===== src/rtl/timer_bank.sv =====
// Bank of prescaled/cascadable up-counters with reload, wrap pulses and irq.
// One shared 10-bit divider supplies clock-enable ticks to every channel.
module timer_bank #(
  parameter int NUM_CH = 4,
  parameter int WIDTH = 16,
  localparam int SW = (NUM_CH > 1) ? $clog2(NUM_CH) : 1
) (
  input  logic                    clock_16,
  input  logic                    reset,
  input  logic                    wr_valid,
  input  logic [SW-1:0]           wr_sel,
  input  logic                    wr_ctrl,
  input  logic [WIDTH-1:0]        wr_data,
  output logic [NUM_CH*WIDTH-1:0] count_flat,
  output logic [NUM_CH-1:0]       overflow,
  output logic [NUM_CH-1:0]       irq_pulse
);

  typedef logic [WIDTH-1:0] word_t;

  word_t             cnt_q [NUM_CH];
  word_t             cnt_d [NUM_CH];
  word_t             rld_q [NUM_CH];
  word_t             rld_d [NUM_CH];
  logic [1:0]        psc_q [NUM_CH];
  logic [1:0]        psc_d [NUM_CH];
  logic [NUM_CH-1:0] en_q, en_d;
  logic [NUM_CH-1:0] ie_q, ie_d;
  logic [NUM_CH-1:0] cas_q, cas_d;
  logic [NUM_CH-1:0] ovf_q, ovf_d;
  logic [NUM_CH-1:0] irq_q, irq_d;
  logic [9:0]        div_q;
  logic [3:0]        tick;
  logic              unused_wr;

  assign unused_wr = ^(wr_data & ~word_t'(8'hC7));

  assign tick = {&div_q, &div_q[7:0], &div_q[5:0], 1'b1};

  // carry ripples wraps down the chain so a full cascade settles in one cycle
  always_comb begin
    logic carry;
    logic evt;
    logic hit;
    carry = 1'b0;
    evt   = 1'b0;
    hit   = 1'b0;
    ovf_d = '0;
    irq_d = '0;
    en_d  = en_q;
    ie_d  = ie_q;
    cas_d = cas_q;
    for (int i = 0; i < NUM_CH; i++) begin
      cnt_d[i] = cnt_q[i];
      rld_d[i] = rld_q[i];
      psc_d[i] = psc_q[i];
      hit = wr_valid && (int'(wr_sel) == i);
      evt = en_q[i] &&
            ((i > 0 && cas_q[i]) ? carry : tick[psc_q[i]]);
      ovf_d[i] = evt && (&cnt_q[i]);
      irq_d[i] = ovf_d[i] && ie_q[i];
      carry    = ovf_d[i];
      if (hit && wr_ctrl && wr_data[7] && !en_q[i])
        cnt_d[i] = rld_q[i];
      else if (ovf_d[i])
        cnt_d[i] = rld_q[i];
      else if (evt)
        cnt_d[i] = cnt_q[i] + 1'b1;
      if (hit && wr_ctrl) begin
        en_d[i]  = wr_data[7];
        ie_d[i]  = wr_data[6];
        cas_d[i] = wr_data[2];
        psc_d[i] = wr_data[1:0];
      end
      if (hit && !wr_ctrl)
        rld_d[i] = wr_data;
    end
  end

  always_ff @(posedge clock_16 or posedge reset) begin
    if (reset) begin
      for (int i = 0; i < NUM_CH; i++) begin
        cnt_q[i] <= '0;
        rld_q[i] <= '0;
        psc_q[i] <= '0;
      end
      en_q  <= '0;
      ie_q  <= '0;
      cas_q <= '0;
      ovf_q <= '0;
      irq_q <= '0;
      div_q <= '0;
    end else begin
      for (int i = 0; i < NUM_CH; i++) begin
        cnt_q[i] <= cnt_d[i];
        rld_q[i] <= rld_d[i];
        psc_q[i] <= psc_d[i];
      end
      en_q  <= en_d;
      ie_q  <= ie_d;
      cas_q <= cas_d;
      ovf_q <= ovf_d;
      irq_q <= irq_d;
      div_q <= div_q + 10'd1;
    end
  end

  always_comb begin
    count_flat = '0;
    for (int i = 0; i < NUM_CH; i++)
      count_flat[i*WIDTH +: WIDTH] = cnt_q[i];
  end

  assign overflow  = ovf_q;
  assign irq_pulse = irq_q;

endmodule


===== config.mk =====
export PLATFORM = sky130hd
export DESIGN_NAME = timer_bank
export DESIGN_NICKNAME = d
export VERILOG_FILES = /design/src/rtl/timer_bank.sv
export SDC_FILE = /design/constraint.sdc
export NUM_CORES = 1
export LEC_CHECK = 0
export BUFFER_PORTS_ARGS = -buffer_cell sky130_fd_sc_hd__buf_2
export CAP_MARGIN = 10
export CORE_ASPECT_RATIO = 1.75
export CORE_MARGIN = 1
export CORE_UTILIZATION = 53
export CTS_CLUSTER_DIAMETER = 40
export DETAILED_ROUTE_END_ITERATION = 12
export PLACE_DENSITY = 0.74
export SLEW_MARGIN = 20
export SYNTH_ARGS = -nofsm -noshare
export SYNTH_HDL_FRONTEND = slang
export SYNTH_SLANG_ARGS = --single-unit

===== constraint.sdc =====
create_clock -name clock_16 -period 18.73 [get_ports clock_16]
set_input_delay 5.619 -clock clock_16 [delete_from_list [all_inputs] [get_ports clock_16]]
set_output_delay 5.619 -clock clock_16 [all_outputs]
set_load 0.01 [all_outputs]

# Word-level counts from Yosys, hierarchy flattened

Cells that the tools add are included.

Register bits after elaboration: 165
Output and inout port bits: 72
Word-level logic and storage cells: 110

Add/subtract/negate cells: 5
$lt $le $gt $ge: 4
Equal/unequal tests: 3
Mux-type cells: 23
Reductions and logical operators: 49

Operator list:

| operator                                                             | number |
|---|---|
| 16-bit two-way mux                                                   | 12 |
| 16-bit by 1-bit adder with 16-bit output, second input constant      | 4 |
| 16-bit AND reduction                                                 | 4 |
| 1-bit logical AND                                                    | 32 |
| 2-bit by 3-bit < comparator with 1-bit output, second input constant | 4 |
| 3-bit nonzero test                                                   | 4 |
| 10-bit by 1-bit adder with 10-bit output, second input constant      | 1 |
| 10-bit AND reduction                                                 | 1 |
| 1-bit binary-select mux with 2-bit select                            | 4 |
| 8-bit AND reduction                                                  | 1 |
| 1-bit two-way mux                                                    | 7 |
| 6-bit AND reduction                                                  | 1 |
| 1-bit zero test                                                      | 5 |
| 2-bit == test, second input constant                                 | 2 |
| 2-bit by 1-bit == test with 1-bit output, second input constant      | 1 |
| 2-bit zero test                                                      | 1 |

# Logic depth before layout (Yosys ltp)

Gate-level depths: netlist of the first run.

Depth in word-level cells: 16
Mapped depth: 12
Gate-level depth less buffers: 9

# Worst setup path after synthesis of the first run

No wires, ideal clock.

Path type: input -> register
From: input port wr_sel[1]
To: register rld_q[32] (netlist bit)
Data arrival time: 7278 ps
Required time: 18605 ps
Setup slack: 11327 ps
Stages: 5
Buffers on the path: 2
Cell sequence: clkbuf_1 -> nand2b_1 -> nor3b_1 -> clkbuf_1 -> mux2_2

Cells in the longest elaborated chain, start to end: 3

Ends and longest elaborated chain:

| item                            | RTL line | source |
|---|---|---|
| from (decl)                     | 11       | `input logic [SW-1:0] wr_sel,` |
| 2-bit == test                   | 57       | `hit = wr_valid && (int'(wr_sel) == i);` |
| 1-bit logical AND               | 57       |  |
| 1-bit logical AND               | 75       | `if (hit && !wr_ctrl)` |
| to (signal, indexed assignment) | 96       | `rld_q[i] <= rld_d[i];` |
| to (decl)                       | 23       | `word_t rld_q [NUM_CH];` |

No other way between the ends.
A chain may end at the register's enable or synchronous reset.

# Final worst setup path of the first run

From: input port wr_sel[0]
To: register cnt_q, in the netlist count_flat[47]

Cells in the longest elaborated chain, start to end: 6

Ends and longest elaborated chain:

| item                                                                      | RTL line | source |
|---|---|---|
| 2-bit == test (*)                                                         | 57       |  |
| 1-bit logical AND (*)                                                     | 57       |  |
| 1-bit logical AND (*) (3 in a row)                                        | 63       | `if (hit && wr_ctrl && wr_data[7] && !en_q[i])` |
| 3-bit nonzero test (no line) / 16-bit two-way mux (equally long branches) | --       |  |
| to (signal, indexed assignment)                                           | 95       | `cnt_q[i] <= cnt_d[i];` |
| to (decl)                                                                 | 21       | `word_t cnt_q [NUM_CH];` |

Every way passes the cells marked *; elsewhere a longest branch is shown, timed or not.

==> results by group, run 1 <==
Timing
  • Final clock period utilization by the worst path: 0.398
  • Worst clock skew on the final layout: approximately 0.0088 ns
  • Final hold slack: slightly below 0.5 ns
  • FMAX: between 100 and 150 MHz
  • Max-slew violation total from the final report: 0
  • Time the worst path needs with I/O delays and setup: between 7 and 8 ns
  • Worst-Margin Slew: between 1 and 1.5 ns
  • Endpoints failing hold: 0
  • Setup_tns: 0 ns
  • Final setup violating endpoints: 0
  • Worst-case headroom to the max-slew limit: 0.301
  • Setup repair after global routing missed its margin: no

Drt
  • Count of vias placed by the detailed router: about 6500
  • DRT Wirelength: approximately 21 mm
  • 1st-iter DRT viols: between 400 and 500
  • Drt first pass iters: 5
  • Residual DRC: 0
  • Average routed wire per standard cell: about 20 um
  • Via density: 6.17
  • Antenna-violating nets left: 0

Run status
  • Outcome: finished, final reports clean

Placement
  • Detail Placement HPWL: roughly 14 mm
  • Routability-driven placement congestion ratio: slightly below 0.9
  • Count of buffers inserted at the top-level ports: 93

Power and ir drop
  • Clk pwr share: 0.324
  • Pleak: slightly above 4 nW
  • Combinational share of power: 0.216
  • Net switching power figure: 0.375 mW
  • Pint: about 0.77 mW
  • Share of total power consumed by net switching: 0.327
  • Sequential cell fraction of total power: 0.461
  • Power per standard cell area: 124 nW/um2
  • Peak VDD IR: roughly 60 uV

Synthesis
  • Top cell type's share of synthesized area: 0.513
  • Xor/xnor cell area share of the yosys netlist: 0.00979
  • Syn Nets: 795
  • Post-Synth Adder-Cell Area: 0.00777
  • Synth Area in Compound Gates: 0.146
  • Yosys synthesis warning count: 0
  • Dominant combinational cell family by area after synthesis: simple AND/OR/NAND/NOR gates
  • Ranking of synthesized cells by area: sky130_fd_sc_hd__dfrtp_1 51%, sky130_fd_sc_hd__mux2_2 11%, sky130_fd_sc_hd__a21oi_1 3.9%
  • Netlist Area Pre-Place: 8050 um2
  • Count of flip-flops with a built-in enable after synthesis: 0
  • Avg Synthesized Cell Area: 10.5 um2
  • Synth Area in Simple Gates: 0.163
  • Synth area leader: sky130_fd_sc_hd__dfrtp_1
  • Multiplexer share of the synthesized area: 0.128
  • Sequential area share after synthesis: 0.513
  • FFs w/ async S/R, synth: 1.00
  • Synth Flop Type: sky130_fd_sc_hd__dfrtp_1
  • Number of distinct library cells after synthesis: 66
  • Mapped Cells: roughly 770
  • Number of storage elements in the synthesis netlist: between 150 and 200

Setup path
  • FF-to-FF path depth: 9
  • Cells along the critical path: buf_2 > nand4b_1 > nor3b_1 > buf_4 > a21o_1 > nor4_1 > a21oi_1 > o221ai_1
  • Buffer and inverter count on the worst path: 2
  • Family of cells with the greatest summed delay on the critical path: simple AND/OR/NAND/NOR gates
  • Register-to-register setup slack: about 15 ns
  • Slowest Stage Delay on Critical Path: around 0.53 ns
  • Data arrival time of the critical path: between 7 and 8 ns
  • Startpoint type of the worst setup path: primary input
  • Crit path kind: in -> reg
  • Path length in cells of the critical path: 8
  • CP max-delay cell: sky130_fd_sc_hd__a21o_1
  • Data required time at the worst endpoint: between 15 and 20 ns
  • Critical Path Sink Type: flip-flop
  • Max FO, Critical Path: 22

CTS
  • Largest buffer count on any clock path: 2
  • Clock buffers created by TritonCTS: 17
  • TritonCTS Sinks: approximately 170
  • Number of levels in the clock H-tree: 4
  • Clock insertion delay at the later pin of the skew report: around 0.42 ns
  • TritonCTS clock tree: built
  • Number of gates given a new drive strength after cts: 0
  • Post-cts hold buffer count: 0
  • Cell at the root of the clock tree: sky130_fd_sc_hd__clkbuf_16
  • Clock transition at the registers of the reported paths: ~0.060 ns
  • Count of buffers added by post-CTS timing repair for setup: 0

Cells and area
  • Antenna cell count: 0
  • Fraction of layout instances using a drive strength above 1: 0.266
  • Number of nets in the finished design: ~900
  • P&R area growth vs syn: 15.1%

Die
  • Top-level I/O count: 94
  • Effective utilization at floorplan: 0.543
  • Area enclosed by the die boundary: 15700 um2
  • Row count: around 60
  • Core area: between 10000 and 15000 um2
  • Floorplan die height: approximately 170 um
  • Die Wd: ~95 um

Hold path
  • Hold/Removal Path Class: reg -> reg
  • Worst hold path depth: 1

GRT
  • Aggregate global-route resource usage: 0.278
  • Via count of the first global-routing pass: 6396
  • Global-route wire length before repair: between 30 and 40 mm
  • Largest net degree at the start of global routing: 86
  • Initial antenna violation count: 0
  • Congestion Overflow GR: 0

Job
  • Reported max-cap violation count: 0
cell families (layout without fill, tap and decap cells):
logic type	Yosys count	after routing
buffers and inverters	57	153
muxes	93	93
xor gates and xnor gates	9	9
DFF	165	165
adders and majority gates	5	5
and+or+nand+nor	254	254
AOI/OAI and AO/OA	185	185
routing by layer:
| metal | wire (um) | share of wire | GRT usage |
|---|---|---|---|
| met1 | 8080 | 0.39 | 0.330 |
| met2 | 10900 | 0.53 | 0.478 |
| met3 | 778 | 0.038 | 0.0426 |
| met4 | 918 | 0.045 | 0.148 |
| met5 | 0 | 0 | 0 |
final timing paths:
kind,startpoint,end
min,div_q[0],div_q[0]
max reg2reg,div_q[0],count_flat[48]
max in group asynchronous,reset,count_flat[26]
min in group asynchronous,reset,count_flat[48]
min reg2reg,div_q[0],div_q[0]
max,wr_sel[0],count_flat[47]
layout make-up:
type / instances / area [um2]
inverters: 21 / 83.8
multi-input cells: 546 / 3680
clock inverters: 14 / 189
repair buffers: 100 / 522
well taps: 183 / 229
clock buffers: 18 / 439
fillers: 1178 / 5570
flip-flops and latches: 165 / 4130
cells in the mapped netlist, drive strengths merged (12+ instances only):
cell	number
buf	12
and3	17
nand2	58
clkbuf	24
o21ai	47
nor3	20
nand4	12
mux2	82
dfrtp	165
a21oi	64
nand3	40
nor2	53
inv	21
power by group through the flow:
stage	Sequential, mW	Clock, mW	Combinational [mW]
3_3_place_gp	0.526	0	0.238
4_1_cts	0.526	0.375	0.250
2_1_floorplan	0.528	0	0.148
6_report	0.528	0.371	0.247
5_1_grt	0.540	0.389	0.275
3_5_place_dp	0.532	0	0.248
per-stage QoR:
| stage | instance area, um2 | util | worst slack [ns] | std cells | power, mW |
|---|---|---|---|---|---|
| 2_1_floorplan | 8050 | - | 8.65 | 768 | 0.676 |
| 3_3_place_gp | 8630 | 0.582 | 10.96 | 1015 | 0.764 |
| 3_5_place_dp | 8630 | 0.582 | 10.86 | 1015 | 0.780 |
| 4_1_cts | 9260 | 0.624 | 11.29 | 1047 | 1.15 |
| 5_1_grt | 9270 | 0.625 | 11.14 | 1047 | 1.20 |
| 6_report | 9270 | 0.625 | 11.27 | 1047 | 1.15 |
sequential cells by signal, summed over array words and instances, names as in the netlist:
| signal | cells |
|---|---|
| irq_pulse | 4 |
| psc_q | 8 |
| ie_q | 4 |
| en_q | 4 |
| overflow | 4 |
| count_flat | 64 |
| rld_q | 64 |
| cas_q | 3 |
| div_q | 10 |
layout by cell type, fill, tap and decap left out, types with 17 or more instances in the layout:
cell type / instances
sky130_fd_sc_hd__and3_1: 17
sky130_fd_sc_hd__nor3_1: 18
sky130_fd_sc_hd__inv_1: 20
sky130_fd_sc_hd__buf_2: 93
sky130_fd_sc_hd__o21ai_0: 28
sky130_fd_sc_hd__clkbuf_16: 17
sky130_fd_sc_hd__a21oi_1: 63
sky130_fd_sc_hd__dfrtp_1: 165
sky130_fd_sc_hd__nand2_1: 58
sky130_fd_sc_hd__nor2_1: 52
sky130_fd_sc_hd__mux2_2: 82
sky130_fd_sc_hd__nand3_1: 39
sky130_fd_sc_hd__o21ai_1: 19
Power figures use the tool's default switching activity.
==> inputs of run 2 (changes only) <==
==> constraint.sdc (replaced) <==
create_clock -name clock_16 -period 7.7 [get_ports clock_16]
set_input_delay 2.31 -clock clock_16 [delete_from_list [all_inputs] [get_ports clock_16]]
set_output_delay 2.31 -clock clock_16 [all_outputs]
set_load 0.01 [all_outputs]
==> run 2 against run 1 <==
  * Final cell count did not move
  * Total power is 140% higher
  * Worst hold slack improved by 0.0019 ns
  * Highest routed layer unchanged
==> results by group, run 2 (synthesis results as in run 1) <==
Power and ir drop
  • Pint: 1.83 mW (+140%)
  • Clk pwr share: 0.306 (-0.018)
  • Pleak: 4.13 nW (-0.35%)
  • Power per standard cell area: 295 nW/um2 (+140%)
  • Net switching power figure: 0.884 mW (+140%)
  • Share of total power consumed by net switching: 0.325 (-0.00205)
  • Peak VDD IR: 160 uV (+170%)
  • Sequential cell fraction of total power: 0.473 (+0.012)
  • Combinational share of power: 0.221 (+0.005)

Drt
  • DRT Wirelength: 20.4 mm (-1.2%)
  • Count of vias placed by the detailed router: 6483 (+0.32%)
  • 1st-iter DRT viols: 441 (-9.4%)
  • Via density: 6.19 (+0.32%)
  • Average routed wire per standard cell: 19.5 um (-1.2%)
  • Drt first pass iters: 5 (unchanged)
  • Residual DRC: 0 (unchanged)
  • Antenna-violating nets left: 0 (unchanged)

CTS
  • Clock insertion delay at the later pin of the skew report: 0.42 ns (about the same)
  • Largest buffer count on any clock path: 2 (unchanged)
  • Clock buffers created by TritonCTS: 17 (unchanged)
  • Clock transition at the registers of the reported paths: 0.06 ns (about the same)
  • Number of levels in the clock H-tree: 4 (unchanged)
  • Number of gates given a new drive strength after cts: 0 (unchanged)
  • Cell at the root of the clock tree: sky130_fd_sc_hd__clkbuf_16
  • TritonCTS clock tree: built
  • Post-cts hold buffer count: 0 (unchanged)
  • Count of buffers added by post-CTS timing repair for setup: 0 (unchanged)
  • TritonCTS Sinks: 165 (unchanged)

Cells and area
  • Cell area after layout: 9210 um2 (-0.61%)
  • Antenna cell count: 0 (unchanged)
  • Fraction of layout instances using a drive strength above 1: 0.264 (-0.00231)
  • Number of nets in the finished design: 878 (unchanged)
  • Number of filler cells placed in the layout: 1198 (+1.7%)
  • Commonest cells after routing, fill and taps aside: 165 x sky130_fd_sc_hd__dfrtp_1, 93 x sky130_fd_sc_hd__buf_2, 82 x sky130_fd_sc_hd__mux2_2, 63 x sky130_fd_sc_hd__a21oi_1, 58 x sky130_fd_sc_hd__nand2_1
  • P&R area growth vs syn: 14.4%
  • Most frequent standard cell in the layout excluding fill and tap cells: sky130_fd_sc_hd__dfrtp_1

GRT
  • Aggregate global-route resource usage: 0.279 (+0.000973)
  • Initial antenna violation count: 0 (unchanged)
  • Largest net degree at the start of global routing: 104 (+21%)
  • Global-route wire length before repair: 33.0 mm (-0.23%)
  • Via count of the first global-routing pass: 6431 (+0.55%)
  • Congestion Overflow GR: 0 (unchanged)

Setup path
  • Data arrival time of the critical path: 4.42 ns (-3.31 ns)
  • Critical Path Sink Type: flip-flop
  • CP max-delay cell: sky130_fd_sc_hd__a21o_1
  • Crit path kind: in -> reg
  • Max FO, Critical Path: 22 (unchanged)
  • Cells along the critical path: buf_2 > nand4b_1 > nor3b_1 > buf_4 > a21o_1 > nor4_1 > a21oi_1 > o221ai_1
  • Slowest Stage Delay on Critical Path: 0.54 ns (about the same)
  • Data required time at the worst endpoint: 7.96 ns (-11.04 ns)
  • Register-to-register setup slack: 3.93 ns (-11.05 ns)
  • Startpoint type of the worst setup path: primary input

Timing
  • Worst-case headroom to the max-slew limit: 0.312 (+0.0110)
  • Setup repair after global routing missed its margin: no
  • Worst-Margin Slew: 1.03 ns (-0.0165 ns)
  • Time the worst path needs with I/O delays and setup: roughly 4.2 ns
  • Worst clock skew on the final layout: 0.00981 ns (+0.00105 ns)
  • Endpoints failing hold: 0 (unchanged)
  • FMAX: 240 MHz
  • Final setup violating endpoints: 0 (unchanged)
  • Max-slew violation total from the final report: 0 (unchanged)
  • Setup_tns: 0 ns (unchanged)
  • Final clock period utilization by the worst path: 0.541

Die
  • Row count: 59 (unchanged)
  • Effective utilization at floorplan: 0.543 (unchanged)
  • Die Wd: 95.2 um (unchanged)
  • Floorplan die height: 165 um (unchanged)
  • Top-level I/O count: 94 (unchanged)
  • Area enclosed by the die boundary: 15700 um2 (unchanged)
  • Core area: 14800 um2 (unchanged)

Placement
  • Routability-driven placement congestion ratio: 0.885 (-0.64%)
  • Count of buffers inserted at the top-level ports: 93 (unchanged)
  • Cell Area, Placed: 8630 um2 (unchanged)
  • Detail Placement HPWL: 14.4 mm (-0.26%)

Hold path
  • Hold/Removal Path Class: reg -> reg

Run status
  • Outcome: finished, final reports clean

Job
  • Reported max-cap violation count: 0 (unchanged)
run 2: layer usage:
metal	GRT usage	up-vias	routed length (um)
li1	-	3015	-
met1	0.334	3187	7870
met2	0.480	228	10800
met3	0.0453	53	896
met4	0.138	0	793
met5	0	-	0
run 2: worst paths after layout:
kind,startpoint,endpoint,depth (start not counted)
worst max-delay path,wr_sel[0],count_flat[47],8
worst min-delay path,div_q[0],div_q[0],1
worst max register to register,div_q[0],count_flat[48],9
worst min register to register,div_q[0],div_q[0],1
max in group asynchronous,reset,rld_q[56],3
min in group asynchronous,reset,count_flat[48],2
run 2: stage by stage:
step	power, mW	std cells	hold slack [ns]	setup slack, ns	utilization
final	2.72	1047	0.486	3.54	0.621
after global routing	2.87	1047	0.501	3.34	0.621
after CTS	2.74	1047	0.484	3.58	0.620
after detailed placement	1.90	1015	0.474	3.16	0.582
after global placement	1.86	1015	0.447	3.23	0.582
after floorplan	1.64	768	0.435	0.928	-
run 2: worst max-delay path, delay by kind of cell:
| kind | cells | cell delay, ns |
|---|---|---|
| buffers and inverters | 2 | 0.39 |
| and+or+nand+nor | 3 | 0.89 |
| AOI/OAI and AO/OA | 3 | 0.82 |
run 2: area by class of cell:
class                           instances  area (um2)  area share
Clock buffer                           20         447      0.0485
Sequential cell                       165        4130       0.448
Inverter                               21        83.8     0.00910
Multi-Input combinational cell        546        3680       0.399
Timing Repair Buffer                  100         518      0.0562
Tap cell                              183         229      0.0249
Clock inverter                         12         129      0.0140
run 2: power by group through the flow:
stage | clock [mW] | combinational [mW] | sequential (mW)
6_report | 0.831 | 0.601 | 1.28
4_1_cts | 0.847 | 0.607 | 1.28
5_1_grt | 0.884 | 0.674 | 1.32
2_1_floorplan | 0 | 0.360 | 1.28
3_3_place_gp | 0 | 0.578 | 1.28
3_5_place_dp | 0 | 0.603 | 1.30
==> inputs of run 3 (changes only) <==
==> constraint.sdc (replaced) <==
create_clock -name clock_16 -period 3.95 [get_ports clock_16]
set_input_delay 1.185 -clock clock_16 [delete_from_list [all_inputs] [get_ports clock_16]]
set_output_delay 1.185 -clock clock_16 [all_outputs]
set_load 0.01 [all_outputs]
==> run 3 against run 2 <==
  * Final area increased by 1.5%
  * Global-route usage rose by 0.21 points
  * Via count increased by 1.4%
  * Wire length is 3.0% higher
==> results by group, run 3 (synthesis results as in run 1) <==
GRT
  • GR Util met1: 0.341 (+0.00743)
  • Met3 track utilization from global routing: 0.0462 (+0.000916)
  • Top Usage Layer GRT: met2
  • Congestion Overflow GR: 0 (unchanged)
  • Largest net degree at the start of global routing: 166 (+60%)
  • Global-route wire length before repair: 33.4 mm (+1.3%)
  • Initial antenna violation count: 0 (unchanged)
  • Via count of the first global-routing pass: 6431 (unchanged)
  • Met2 Resource Use GR: 0.492 (+0.0123)
  • Aggregate global-route resource usage: 0.281 (+0.00207)

CTS
  • Cell at the root of the clock tree: sky130_fd_sc_hd__clkbuf_16
  • Largest buffer count on any clock path: 2 (unchanged)
  • Number of levels in the clock H-tree: 4 (unchanged)
  • Count of buffers added by post-CTS timing repair for setup: 0 (unchanged)
  • Clock buffers created by TritonCTS: 17 (unchanged)
  • TritonCTS clock tree: built
  • Clock insertion delay at the later pin of the skew report: 0.43 ns (about the same)
  • Number of gates given a new drive strength after cts: 0 (unchanged)
  • TritonCTS Sinks: 165 (unchanged)
  • Clock transition at the registers of the reported paths: 0.07 ns (about the same)
  • Post-cts hold buffer count: 0 (unchanged)

Timing
  • Setup repair after global routing missed its margin: no
  • Endpoints failing hold: 0 (unchanged)
  • Worst-case headroom to the max-slew limit: 0.317 (+0.00518)
  • Worst-Margin Slew: 1.02 ns (-0.0108 ns)
  • Setup_tns: 0 ns (unchanged)
  • FMAX: between 200 and 300 MHz
  • Final clock period utilization by the worst path: 0.922
  • Max-slew violation total from the final report: 0 (unchanged)
  • Minimum setup slack in the final design: 0.309 ns (-3.23 ns)
  • Worst clock skew on the final layout: 0.0149 ns (+0.00511 ns)
  • Final setup violating endpoints: 0 (unchanged)
  • Time the worst path needs with I/O delays and setup: 3.64 ns

Die
  • Die Wd: 95.2 um (unchanged)
  • Top-level I/O count: 94 (unchanged)
  • Core area: 14800 um2 (unchanged)
  • Effective utilization at floorplan: 0.543 (unchanged)
  • Row count: 59 (unchanged)
  • Floorplan die height: 165 um (unchanged)
  • Area enclosed by the die boundary: 15700 um2 (unchanged)

Cells and area
  • Fraction of layout instances using a drive strength above 1: 0.271 (+0.00759)
  • Commonest cells after routing, fill and taps aside: 165 x sky130_fd_sc_hd__dfrtp_1, 93 x sky130_fd_sc_hd__buf_2, 82 x sky130_fd_sc_hd__mux2_2, 63 x sky130_fd_sc_hd__a21oi_1, 58 x sky130_fd_sc_hd__nand2_1
  • Layout Cells excl Fill: 1056 (+0.86%)
  • Most frequent standard cell in the layout excluding fill and tap cells: sky130_fd_sc_hd__dfrtp_1
  • Final core area utilization: 0.630 (+0.00936)
  • P&R area growth vs syn: 16.1%
  • Number of nets in the finished design: 888 (+1.1%)
  • Number of filler cells placed in the layout: 1220 (+1.8%)
  • Cell area after layout: 9350 um2 (+1.5%)
  • Antenna cell count: 0 (unchanged)

Placement
  • Routability-driven placement congestion ratio: 0.885 (about the same)
  • Cell Area, Placed: 8720 um2 (+1.0%)
  • Placed insts: 1025 (+0.99%)
  • Detail Placement HPWL: 14.5 mm (+0.35%)
  • Count of buffers inserted at the top-level ports: 93 (unchanged)
  • Pre-CTS setup slack: 0.399 ns (-2.76 ns)

Drt
  • Residual DRC: 0 (unchanged)
  • Average routed wire per standard cell: 19.9 um (+2.1%)
  • Via density: 6.23 (+0.57%)
  • Antenna-violating nets left: 0 (unchanged)
  • 1st-iter DRT viols: 544 (+23%)
  • Count of vias placed by the detailed router: 6576 (+1.4%)
  • Drt first pass iters: 6 (+1)
  • DRT Wirelength: 21.0 mm (+3.0%)

Setup path
  • Crit path to: count_flat[51]
  • Cells along the critical path: ha_1 > nand3_1 > o221ai_1 > o211ai_1 > o41ai_4 > a41o_1 > buf_4 > a21oi_2 > o32ai_1 > a31oi_1
  • Crit path kind: reg -> reg
  • Max FO, Critical Path: 11 (-50%)
  • CP max-delay cell: sky130_fd_sc_hd__o41ai_4
  • Data arrival time of the critical path: 3.93 ns (-0.49 ns)
  • FF-to-FF path depth: 10 (+1)
  • Family of cells with the greatest summed delay on the critical path: compound AO/OA/AOI/OAI gates
  • Startpoint type of the worst setup path: flip-flop
  • Worst Setup SP: div_q[0]
  • Buffer and inverter count on the worst path: 1 (-1)
  • Slowest Stage Delay on Critical Path: 0.56 ns (+0.02 ns)
  • Capture instance of the worst register-to-register path: count_flat[51]
  • Data required time at the worst endpoint: 4.24 ns (-3.72 ns)
  • Register-to-register setup slack: 0.31 ns (-3.62 ns)
  • Startpoint of the most critical register-to-register path: div_q[0]
  • Critical Path Sink Type: flip-flop
  • Path length in cells of the critical path: 10 (+2)

Power and ir drop
  • Power per standard cell area: 587 nW/um2 (+99%)
  • Pleak: 4.20 nW (+1.5%)
  • Peak VDD IR: 384 uV (+140%)

Hold path
  • Hold/Removal Path Class: reg -> reg
  • Critical hold path startpoint: rld_q[9]

Job
  • Reported max-cap violation count: 0 (unchanged)

Run status
  • Outcome: finished, final reports clean
==> run 3: cell count changes in the layout (fill, tap and decap cells not counted), sizes merged <==
cell	delta
buf	+10
clkinv	-5
bufinv	+3
clkinvlp	+3
clkbuf	-1
inv	-1
==> run 3: per-stage QoR <==
stage	power [mW]	hold WS, ns
after floorplan	3.21	0.435
after CTS	5.50	0.471
after global routing	5.77	0.481
final	5.49	0.466
after global placement	3.64	0.452
after detailed placement	3.71	0.462
==> run 3: how the worst min path moves through the flow <==
stage | to | slack (ns) | cells after the start
after CTS | div_q[0] | 0.47 | 1
after global routing | count_flat[57] | 0.48 | 1
after floorplan | div_q[0] | 0.44 | 1
after detailed placement | div_q[0] | 0.46 | 1
final | count_flat[57] | 0.47 | 1
after global placement | div_q[0] | 0.45 | 1
==> run 3: power by group <==
part / leakage [nW] / internal (mW) / total, mW / switching (mW)
logic: 1.88 / 0.546 / 1.19 / 0.644
clock network: 0.304 / 1.12 / 1.79 / 0.672
registers: 2.01 / 2.08 / 2.51 / 0.426
==> run 3: per-layer routing <==
| metal | routed length, um | part of all wire |
|---|---|---|
| met3 | 1180 | 0.056 |
| met2 | 11200 | 0.53 |
| met4 | 595 | 0.028 |
| met1 | 8040 | 0.38 |
| met5 | 0 | 0 |
==> run 3: layout make-up <==
type	count	area, um2	area share
repair buffers	110	606	0.0648
inverters	21	82.6	0.00883
clock inverters	12	201	0.0215
clock buffers	19	433	0.0463
flip-flops and latches	165	4130	0.442
well taps	183	229	0.0245
multi-input cells	546	3670	0.393
